### src/rtl/m32_vram_pkg.sv
// rtl/m32_vram_pkg.sv - shared types and defaults for the VRAM arbiter slice
package m32_vram_pkg;

  localparam int VRAM_ADDR_W     = 15;
  localparam int VRAM_DATA_W     = 32;
  localparam int VRAM_WBUF_DEPTH = 4;

  typedef enum logic [1:0] {
    RD_IDLE,
    RD_REQ,
    RD_WAIT
  } rd_state_t;

  typedef enum logic [1:0] {
    GNT_NONE,
    GNT_VGA,
    GNT_CPURD,
    GNT_DRAIN
  } gnt_t;

endpackage

### src/rtl/m32_vram_wbuf.sv
// rtl/m32_vram_wbuf.sv - posted-write FIFO with youngest-match load lookup
module m32_vram_wbuf
  import m32_vram_pkg::*;
#(
  parameter int ADDR_W = VRAM_ADDR_W,
  parameter int DATA_W = VRAM_DATA_W,
  parameter int DEPTH  = VRAM_WBUF_DEPTH
) (
  input  logic              coreClk,
  input  logic              coreRst,
  input  logic              push,
  input  logic [ADDR_W-1:0] push_addr,
  input  logic [DATA_W-1:0] push_data,
  input  logic              pop,
  output logic [ADDR_W-1:0] head_addr,
  output logic [DATA_W-1:0] head_data,
  output logic              full,
  output logic              empty,
  input  logic [ADDR_W-1:0] lookup_addr,
  output logic              lookup_hit,
  output logic [DATA_W-1:0] lookup_data
);

  localparam int PTR_W = $clog2(DEPTH);
  localparam int CNT_W = PTR_W + 1;

  logic [ADDR_W-1:0] addr_mem [DEPTH];
  logic [DATA_W-1:0] data_mem [DEPTH];
  logic [PTR_W-1:0]  wr_ptr;
  logic [PTR_W-1:0]  rd_ptr;
  logic [CNT_W-1:0]  count;
  logic              do_push;
  logic              do_pop;

  assign full    = (count == CNT_W'(DEPTH));
  assign empty   = (count == '0);
  assign do_push = push && !full;
  assign do_pop  = pop && !empty;

  assign head_addr = addr_mem[rd_ptr];
  assign head_data = data_mem[rd_ptr];

  // Storage needs no reset: count gates every read of it.
  always_ff @(posedge coreClk) begin
    if (do_push) begin
      addr_mem[wr_ptr] <= push_addr;
      data_mem[wr_ptr] <= push_data;
    end
  end

  always_ff @(posedge coreClk or negedge coreRst) begin
    if (!coreRst) begin
      wr_ptr <= '0;
      rd_ptr <= '0;
      count  <= '0;
    end else begin
      if (do_push) wr_ptr <= wr_ptr + PTR_W'(1);
      if (do_pop)  rd_ptr <= rd_ptr + PTR_W'(1);
      case ({do_push, do_pop})
        2'b10:   count <= count + CNT_W'(1);
        2'b01:   count <= count - CNT_W'(1);
        default: count <= count;
      endcase
    end
  end

  // Walk oldest to youngest so the last match seen is the youngest.
  always_comb begin
    lookup_hit  = 1'b0;
    lookup_data = '0;
    for (int i = 0; i < DEPTH; i++) begin
      if ((CNT_W'(i) < count) && (addr_mem[rd_ptr + PTR_W'(i)] == lookup_addr)) begin
        lookup_hit  = 1'b1;
        lookup_data = data_mem[rd_ptr + PTR_W'(i)];
      end
    end
  end

endmodule

### src/rtl/m32_vram_arbiter.sv
// rtl/m32_vram_arbiter.sv - shares single-port VRAM between CPU loads/stores and VGA scan-out
module m32_vram_arbiter
  import m32_vram_pkg::*;
#(
  parameter int ADDR_W     = VRAM_ADDR_W,
  parameter int DATA_W     = VRAM_DATA_W,
  parameter int WBUF_DEPTH = VRAM_WBUF_DEPTH
) (
  input  logic              coreClk,
  input  logic              coreRst,
  input  logic              cpuWr,
  input  logic              cpuRd,
  input  logic [31:0]       cpuAddr,
  input  logic [DATA_W-1:0] cpuWdata,
  output logic [DATA_W-1:0] cpuRdata,
  output logic              cpuStall,
  input  logic              vgaReq,
  input  logic [ADDR_W-1:0] vgaAddr,
  output logic              vgaGnt,
  output logic              vgaValid,
  output logic [DATA_W-1:0] vgaRdata,
  output logic              vramEn,
  output logic              vramWe,
  output logic [ADDR_W-1:0] vramAddr,
  output logic [DATA_W-1:0] vramWdata,
  input  logic [DATA_W-1:0] vramRdata
);

  rd_state_t         rd_state;
  rd_state_t         rd_next;
  gnt_t              gnt;
  logic              lost_q;
  logic              pend_rd_q;
  logic              vga_valid_q;

  logic [ADDR_W-1:0] cpu_waddr;
  logic              unused_addr_bits;
  logic              wr_eff;
  logic              rd_active;
  logic              wb_push;
  logic              wb_pop;
  logic              wb_full;
  logic              wb_empty;
  logic [ADDR_W-1:0] head_addr;
  logic [DATA_W-1:0] head_data;
  logic              fwd_hit;
  logic [DATA_W-1:0] fwd_data;

  assign cpu_waddr        = cpuAddr[ADDR_W+1:2];
  assign unused_addr_bits = ^{cpuAddr[31:ADDR_W+2], cpuAddr[1:0]};

  // A paired store+load posts the store once; the held load then forwards from it.
  assign wr_eff    = coreRst && cpuWr && !pend_rd_q;
  assign rd_active = coreRst && cpuRd && !wr_eff;
  assign wb_push   = wr_eff && !wb_full;

  m32_vram_wbuf #(
    .ADDR_W (ADDR_W),
    .DATA_W (DATA_W),
    .DEPTH  (WBUF_DEPTH)
  ) u_wbuf (
    .coreClk     (coreClk),
    .coreRst     (coreRst),
    .push        (wb_push),
    .push_addr   (cpu_waddr),
    .push_data   (cpuWdata),
    .pop         (wb_pop),
    .head_addr   (head_addr),
    .head_data   (head_data),
    .full        (wb_full),
    .empty       (wb_empty),
    .lookup_addr (cpu_waddr),
    .lookup_hit  (fwd_hit),
    .lookup_data (fwd_data)
  );

  // Two guards keep VGA priority from starving a full buffer or a retried load.
  always_comb begin
    gnt = GNT_NONE;
    if (!coreRst)                                    gnt = GNT_NONE;
    else if (wb_full)                                gnt = GNT_DRAIN;
    else if (lost_q && rd_state == RD_REQ && cpuRd)  gnt = GNT_CPURD;
    else if (vgaReq)                                 gnt = GNT_VGA;
    else if (rd_state == RD_REQ && cpuRd)            gnt = GNT_CPURD;
    else if (!wb_empty)                              gnt = GNT_DRAIN;
  end

  always_comb begin
    vramEn    = 1'b0;
    vramWe    = 1'b0;
    vramAddr  = '0;
    vramWdata = '0;
    vgaGnt    = 1'b0;
    wb_pop    = 1'b0;
    case (gnt)
      GNT_VGA: begin
        vramEn   = 1'b1;
        vramAddr = vgaAddr;
        vgaGnt   = 1'b1;
      end
      GNT_CPURD: begin
        vramEn   = 1'b1;
        vramAddr = cpu_waddr;
      end
      GNT_DRAIN: begin
        vramEn    = 1'b1;
        vramWe    = 1'b1;
        vramAddr  = head_addr;
        vramWdata = head_data;
        wb_pop    = 1'b1;
      end
      default: ;
    endcase
  end

  always_ff @(posedge coreClk or negedge coreRst) begin
    if (!coreRst) begin
      rd_state    <= RD_IDLE;
      lost_q      <= 1'b0;
      pend_rd_q   <= 1'b0;
      vga_valid_q <= 1'b0;
    end else begin
      rd_state    <= rd_next;
      lost_q      <= (rd_state == RD_REQ) && cpuRd && (gnt != GNT_CPURD);
      pend_rd_q   <= cpuRd && cpuStall && (pend_rd_q || wb_push);
      vga_valid_q <= (gnt == GNT_VGA);
    end
  end

  always_comb begin
    rd_next = rd_state;
    case (rd_state)
      RD_IDLE: if (rd_active && !fwd_hit) rd_next = RD_REQ;
      RD_REQ: begin
        if (!cpuRd)                 rd_next = RD_IDLE;
        else if (gnt == GNT_CPURD)  rd_next = RD_WAIT;
      end
      RD_WAIT: rd_next = RD_IDLE;
      default: rd_next = RD_IDLE;
    endcase
  end

  always_comb begin
    cpuStall = 1'b0;
    cpuRdata = '0;
    if (wr_eff) begin
      cpuStall = wb_full || cpuRd;
    end else if (rd_active) begin
      case (rd_state)
        RD_IDLE: begin
          if (fwd_hit) cpuRdata = fwd_data;
          else         cpuStall = 1'b1;
        end
        RD_REQ:  cpuStall = 1'b1;
        RD_WAIT: cpuRdata = vramRdata;
        default: cpuStall = 1'b0;
      endcase
    end
  end

  assign vgaValid = vga_valid_q;
  assign vgaRdata = vga_valid_q ? vramRdata : '0;

endmodule

### config.mk
export PLATFORM = sky130hd
export DESIGN_NAME = m32_vram_arbiter
export DESIGN_NICKNAME = d
export VERILOG_FILES = /design/src/rtl/m32_vram_pkg.sv /design/src/rtl/m32_vram_wbuf.sv /design/src/rtl/m32_vram_arbiter.sv
export SDC_FILE = /design/constraint.sdc
export NUM_CORES = 1
export LEC_CHECK = 0
export ABC_AREA = 0
export BUFFER_PORTS_ARGS = -buffer_cell sky130_fd_sc_hd__buf_2
export CORE_MARGIN = 5
export CORE_UTILIZATION = 45
export CTS_CLUSTER_SIZE = 8
export DETAILED_ROUTE_END_ITERATION = 6
export PLACE_DENSITY = 0.66
export SLEW_MARGIN = 5
export SYNTH_ARGS = -nofsm -noshare
export SYNTH_HDL_FRONTEND = slang
export SYNTH_SLANG_ARGS = --single-unit
### constraint.sdc
create_clock -name coreClk -period 8.6 [get_ports coreClk]
set_input_delay 0.86 -clock coreClk [delete_from_list [all_inputs] [get_ports coreClk]]
set_output_delay 0.86 -clock coreClk [all_outputs]
set_load 0.005 [all_outputs]
After elaboration in Yosys (flattened, before gate mapping)
Memories as Yosys holds them, arrays and structs flattened.
Index checks and enable logic that the tools add are counted.

word-level totals
  register bits after elaboration = 12
  memory bits (writable) = 188
  logic and storage cells = 99
  memories = 2

operators by class
  add/sub/neg operators = 6
  magnitude comparators = 4
  eq/ne operators = 15
  multiplexer cells = 35
  reduce and logical (&&, ||, !) cells = 30

memories
  name             depth  width  read ports  clocked after Yosys merged registers in  wr ports  line                 source
  u_wbuf.data_mem  4      32     4           0                                        1         m32_vram_wbuf.sv:28  logic [DATA_W-1:0] data_mem [DEPTH];
  u_wbuf.addr_mem  4      15     4           0                                        1         m32_vram_wbuf.sv:27  logic [ADDR_W-1:0] addr_mem [DEPTH];

operators by type and width
  cell                 count
  $mux 32              9
  $pmux 32 s2          1
  $eq 15x15->1         4
  $pmux 15 s3          1
  $logic_and 1x1->1    18
  $mux 2               9
  $mux 1               12
  $eq 2x2->1 const B   4
  $eq 2x1->1 const B   3
  $lt 1x3->1 const A   2
  $lt 2x3->1 const A   2
  $pmux 3 s2           1
  $logic_not 1->1      5
  $add 2x1->2 const B  2
  $add 2x2->2 const B  2
  $ne 2x2->1 const B   2
  $pmux 2 s2           1
  $add 3x1->3 const B  1
  $eq 3x3->1 const B   1
  $logic_not 3->1      1
  $ne 3x2->1 const B   1
  $reduce_or 3->1      1
  $sub 3x1->3 const B  1
  $logic_not 2->1      1
  other kinds (4)      5

Logic depth before layout (Yosys ltp)
An unclocked memory read counts as a cell.

  word-level depth = 13
  depth in mapped cells = 15
  gate-level depth less buffers = 9

Hierarchy
A second synthesis with hierarchy kept.

second synthesis, totals
  cells, all modules = 1,254
  area, all modules = 13,995.9 sq um

modules (own cells, without submodules)
  module            instances  cells each  area an instance (sq um)  sequential area each (sq um)
  m32_vram_wbuf     1          1,022       12,478.2                  5,820.6
  m32_vram_arbiter  1          232         1,517.7                   125.1

Worst setup path after synthesis
OpenSTA, ideal clock, no wires.

  path kind = input -> output
  from = in cpuAddr[4]
  to = out cpuRdata[26]
  arrival time = 3.177 ns
  required time = 7.740 ns
  setup slack = 4.563 ns
  cell stages on the path = 10
  path through = clkbuf_1 > inv_1 > a221oi_1 > a32oi_1 > a211oi_1 > or4b_1 > clkbuf_1 > a211o_1 > buf_6 > o41ai_2

between the ends
  longest elaborated chain between the ends = 10
  elaborated cells between the ends (all ways) = 20
  those cells by class = 4 x eq/ne; 12 x mux; 4 x reduce/logical

RTL lines
  item                                                    line                     source
  start: declaration                                      m32_vram_arbiter.sv:13   input logic [31:0] cpuAddr,
  $eq 15x15->1                                            m32_vram_wbuf.sv:72      if ((CNT_W'(i) < count) && (addr_mem[rd_ptr + PTR_W'(i)] == lookup_addr)) begin
  $logic_and 1x1->1                                       m32_vram_wbuf.sv:72
  $mux 32 / $mux 1 (equally long branches) (4 in series)  m32_vram_wbuf.sv:72
  $mux 32 *                                               m32_vram_arbiter.sv:151  if (fwd_hit) cpuRdata = fwd_data;
  $pmux 32 s2 *                                           m32_vram_arbiter.sv:149  case (rd_state)
  $mux 32 *                                               m32_vram_arbiter.sv:148  end else if (rd_active) begin
  $mux 32 *                                               m32_vram_arbiter.sv:146  if (wr_eff) begin
  end: declaration                                        m32_vram_arbiter.sv:15   output logic [DATA_W-1:0] cpuRdata,

Every way passes the cells marked *; elsewhere a longest branch is shown, timed or not.

Worst setup path after layout
  from = reg u_wbuf.rd_ptr[0]
  to = out cpuRdata[30]

between the ends
  longest elaborated chain between the ends = 11
  elaborated cells between the ends (all ways) = 25
  those cells by class = 3 x add/sub; 4 x eq/ne; 12 x mux; 4 x reduce/logical; 2 x memory

RTL lines
  item                                                      line                     source
  start: declaration                                        m32_vram_wbuf.sv:30      logic [PTR_W-1:0] rd_ptr;
  start signal: assignment                                  m32_vram_wbuf.sv:58      if (do_pop) rd_ptr <= rd_ptr + PTR_W'(1);
  $add 2x1->2 / $mem_v2 4x15 (equally long branches)        --
  $mem_v2 4x15 / $eq 15x15->1 (equally long branches)       --
  $eq 15x15->1 / $logic_and 1x1->1 (equally long branches)  m32_vram_wbuf.sv:72
  $logic_and 1x1->1, or another cell as far along           m32_vram_wbuf.sv:72
  $mux 32 / $mux 1 (equally long branches) (3 in series)    m32_vram_wbuf.sv:72
  $mux 32 *                                                 m32_vram_arbiter.sv:151
  $pmux 32 s2 *                                             m32_vram_arbiter.sv:149
  $mux 32 *                                                 m32_vram_arbiter.sv:148
  $mux 32 *                                                 m32_vram_arbiter.sv:146

Marks and branches as above.

==> results.md <==
* Mapped Cells at 1398
* Status: finished, final reports clean
* Num CTS Buffers at 17
* Slowest library cell on the worst path: or4b_4
* Yosys Warn Count at 0
* Number of flops mapped to enable cells by yosys at 188
* Min Tclk post-route at 6420 ps
* 1st-iter DRT viols at 1020
* RSZ-0062 raised after global routing: false
* Drt pass-1 iters at 5
* Post-CTS Setup Bufs at 0
* Port bufs at 214
* Die height at 191 µm
* Fin. max-slew vios at 0
* Post-CTS sizing at 0
* Initial antenna violation count at 3
* Worst-Margin Slew at 1160 ps
* Crit path DAT at 5560 ps
* Max clock buf depth at 2
* Total global-route track usage at 24.3%
* Area Growth Syn to Fin at 11.9%
* Post-synth ARST share at 6.00%
* Ratio of cells with drive above 1 in the final layout at 26.0%
* Most Frequent Cell on Critical Path: buf_4
* CP endpoint kind: output pin
* Die W at 191 µm
* Cts hold-fix bufs at 0
* Final ANT Viol Nets at 0
* Global-route wire length before repair at 69.0 mm
* Fin nets at 1639
* CTS clock-pin slew for the worst setup and hold paths at 70 ps
* Final wirelength at 45.8 mm
* Final-report setup violation count at 0
* Htree depth at 4
* Syn nets at 1523
* Peak VDD IR at 0.200 mV
* Yosys cell types at 67
* Compound-Gate Fraction of Synth Area at 19.0%
* Maxcap violations at 0
* Final hold slack at 344 ps
* XOR/XNOR share of the synthesized area at 3.61%
* Largest net degree at the start of global routing at 102
* # fillers at 2940
* Simple-gate portion of the synthesized area at 10.5%
* Placer Congestion at 0.867
* Vias in the first global route at 11900
* CTS tree: built
* Final hold viol count at 0
* Relative slew slack at 22.7%
* Register area share after synthesis at 40.1%
* Worst-Skew Late Latency at 440 ps
* Largest family of logic cells by synthesized area: multiplexers
* Initial core utilization at 45.5%
* Core ar. at 32500 µm²
* Crit-path cells: buf_4 -> mux4_2 -> o2bb2ai_1 -> a221oi_2 -> o2111ai_1 -> or4b_4 -> a211o_1 -> buf_4 -> a2111o_1 -> nand3_1 -> buf_2
* Row Count at 66
* Vias per inst at 6.35
* Setup TNS at 0 ps
* Pwr Density at 273 nW/µm²
* Residual DRC count at 0
* Critical Path Start Type: flip-flop
* DR WL/cell at 23.2 µm
* Worst Path Class, Setup: flip-flop to output pin
* Max Clk Rate at 156 MHz
* Post-Synth Adder-Cell Area at 0.760%
* Final period util at 74.6%
* Grt ovf at 0
* Clk sinks at 200
* Mapped cell area at 14800 µm²
* Primary FF master, synth: edfxtp_1
* Vias at 12500
* Max incr delay on CP at 930 ps
* Top fanout value on the critical path at 77
* CTS root buffer: clkbuf_16
* FF+latch count, synth at 200
* # IOs at 232
* Critical Path RT at 7740 ps
* Static Leak at 6.61 nW
* HPWL after detailed placement at 28.1 mm
* Clock Skew at 9.13 ps
* Post-synthesis mux area share at 20.9%
* Syn avg cell area at 10.6 µm²
* Die footprint at 36700 µm²
* Min-delay worst type: primary input to async pin
final cells by class:
class / instances / area [µm²] / area share (%)
repair buffers: 241 / 1270 / 7.68
diodes: 4 / 10.0 / 0.0604
inverters: 19 / 73.8 / 0.445
flip-flops and latches: 200 / 5950 / 35.9
well taps: 442 / 553 / 3.34
clock buffers: 17 / 425 / 2.57
multi-input cells: 1035 / 8180 / 49.3
clock inverters: 14 / 115 / 0.694
stage by stage:
| step | setup slack (ps) | total power, mW | cell area (µm²) | std cells | util, % |
|---|---|---|---|---|---|
| floorplan | 4560 | 3.22 | 14800 | 1398 | - |
| global placement | 2730 | 3.72 | 16000 | 1937 | 49.3 |
| detailed placement | 2660 | 3.76 | 16000 | 1937 | 49.3 |
| finish | 2180 | 4.52 | 16600 | 1972 | 51.0 |
| CTS | 2180 | 4.51 | 16600 | 1968 | 50.9 |
| global route | 1900 | 4.79 | 16600 | 1971 | 50.9 |
report_power, final:
group / internal, mW / switching [mW]
clock network: 0.375 / 0.376
registers: 1.19 / 0.191
logic: 1.03 / 1.37
path summary, 6_finish.rpt:
kind	from	end	slack (ps)	depth (start not counted)
max	u_wbuf.rd_ptr[0]$_DFFE_PN0P_	cpuRdata[30]	2180	11
min	coreRst	u_wbuf.count[0]$_DFFE_PN0P_	340	1
max reg2reg	u_wbuf.rd_ptr[0]$_DFFE_PN0P_	pend_rd_q$_DFF_PN0_	3770	10
min reg2reg	pend_rd_q$_DFF_PN0_	pend_rd_q$_DFF_PN0_	540	1
max in group asynchronous	coreRst	u_wbuf.rd_ptr[0]$_DFFE_PN0P_	7920	1
min in group coreClk	pend_rd_q$_DFF_PN0_	pend_rd_q$_DFF_PN0_	540	1
worst max-delay path: cells and delay by family (launching register included):
family	cells	cell delay, ps
AOI/OAI and AO/OA	5	1370
buffers and inverters	3	1160
DFF	1	790
muxes	1	640
and+or+nand+nor	2	1090
cell families (layout without fill, tap and decap cells):
logic type               count (synthesis)  count (layout)
AO/OA/AOI/OAI                          395             395
XOR/XNOR                                61              61
adder cells (fa/ha/maj)                  9               9
buffers and inverters                  163             291
flip-flops                             200             200
multiplexers                           250             250
other                                    0               4
AND/OR/NAND/NOR                        320             320
metal layers:
layer	wire, µm	track usage [%]	part of all wire (%)
met4	1360	9.23	3.0
met2	21500	38.9	47
met1	19300	33.4	42
met3	3610	3.56	7.9
met5	0	0	0
sequential cells by signal (all words and copies together), names as in the netlist:
| register | flops |
|---|---|
| u_wbuf.count | 3 |
| rd_state | 2 |
| u_wbuf.addr_mem | 60 |
| u_wbuf.data_mem | 128 |
| pend_rd_q | 1 |
| lost_q | 1 |
| vgaValid | 1 |
| u_wbuf.wr_ptr | 2 |
| u_wbuf.rd_ptr | 2 |
cells in the final DEF (no fill, tap or decap), drive strengths merged, types with 10 or more instances in the layout:
master	synthesis	routed
nor3	18	18
edfxtp	188	188
buf	61	241
and2	37	37
o21ai	68	68
dfrtp	12	12
a22oi	10	10
a21o	28	28
mux4	41	41
nor4	22	22
xor2	19	19
o22ai	25	25
xnor2	42	42
nand2	73	73
a311o	28	28
mux2	64	64
a21oi	61	61
inv	18	25
a2bb2oi	22	22
nor2	110	110
a211oi	56	56
mux2i	145	145
o31ai	29	29
nand4	10	10
o221ai	24	24
clkbuf	83	17
cells in the mapped netlist (24+ instances only):
library cell  count  area share (%)
a21o_1           28             1.4
mux2i_1         144             9.7
mux2_2           64             4.9
edfxtp_1        188              38
a21oi_1          61             2.1
a311o_1          28             1.9
o22ai_1          25             1.1
a211oi_1         56             2.8
o31ai_1          29             1.5
o21ai_0          67             2.3
clkbuf_1         83             2.1
nand2_1          73             1.8
o221ai_1         24             1.4
mux4_2           41             6.2
buf_2            36             1.2
nor2_1          110             2.8
and2_1           37             1.6
xnor2_1          42             2.5
No activity file was read; power rests on OpenSTA's default activity.
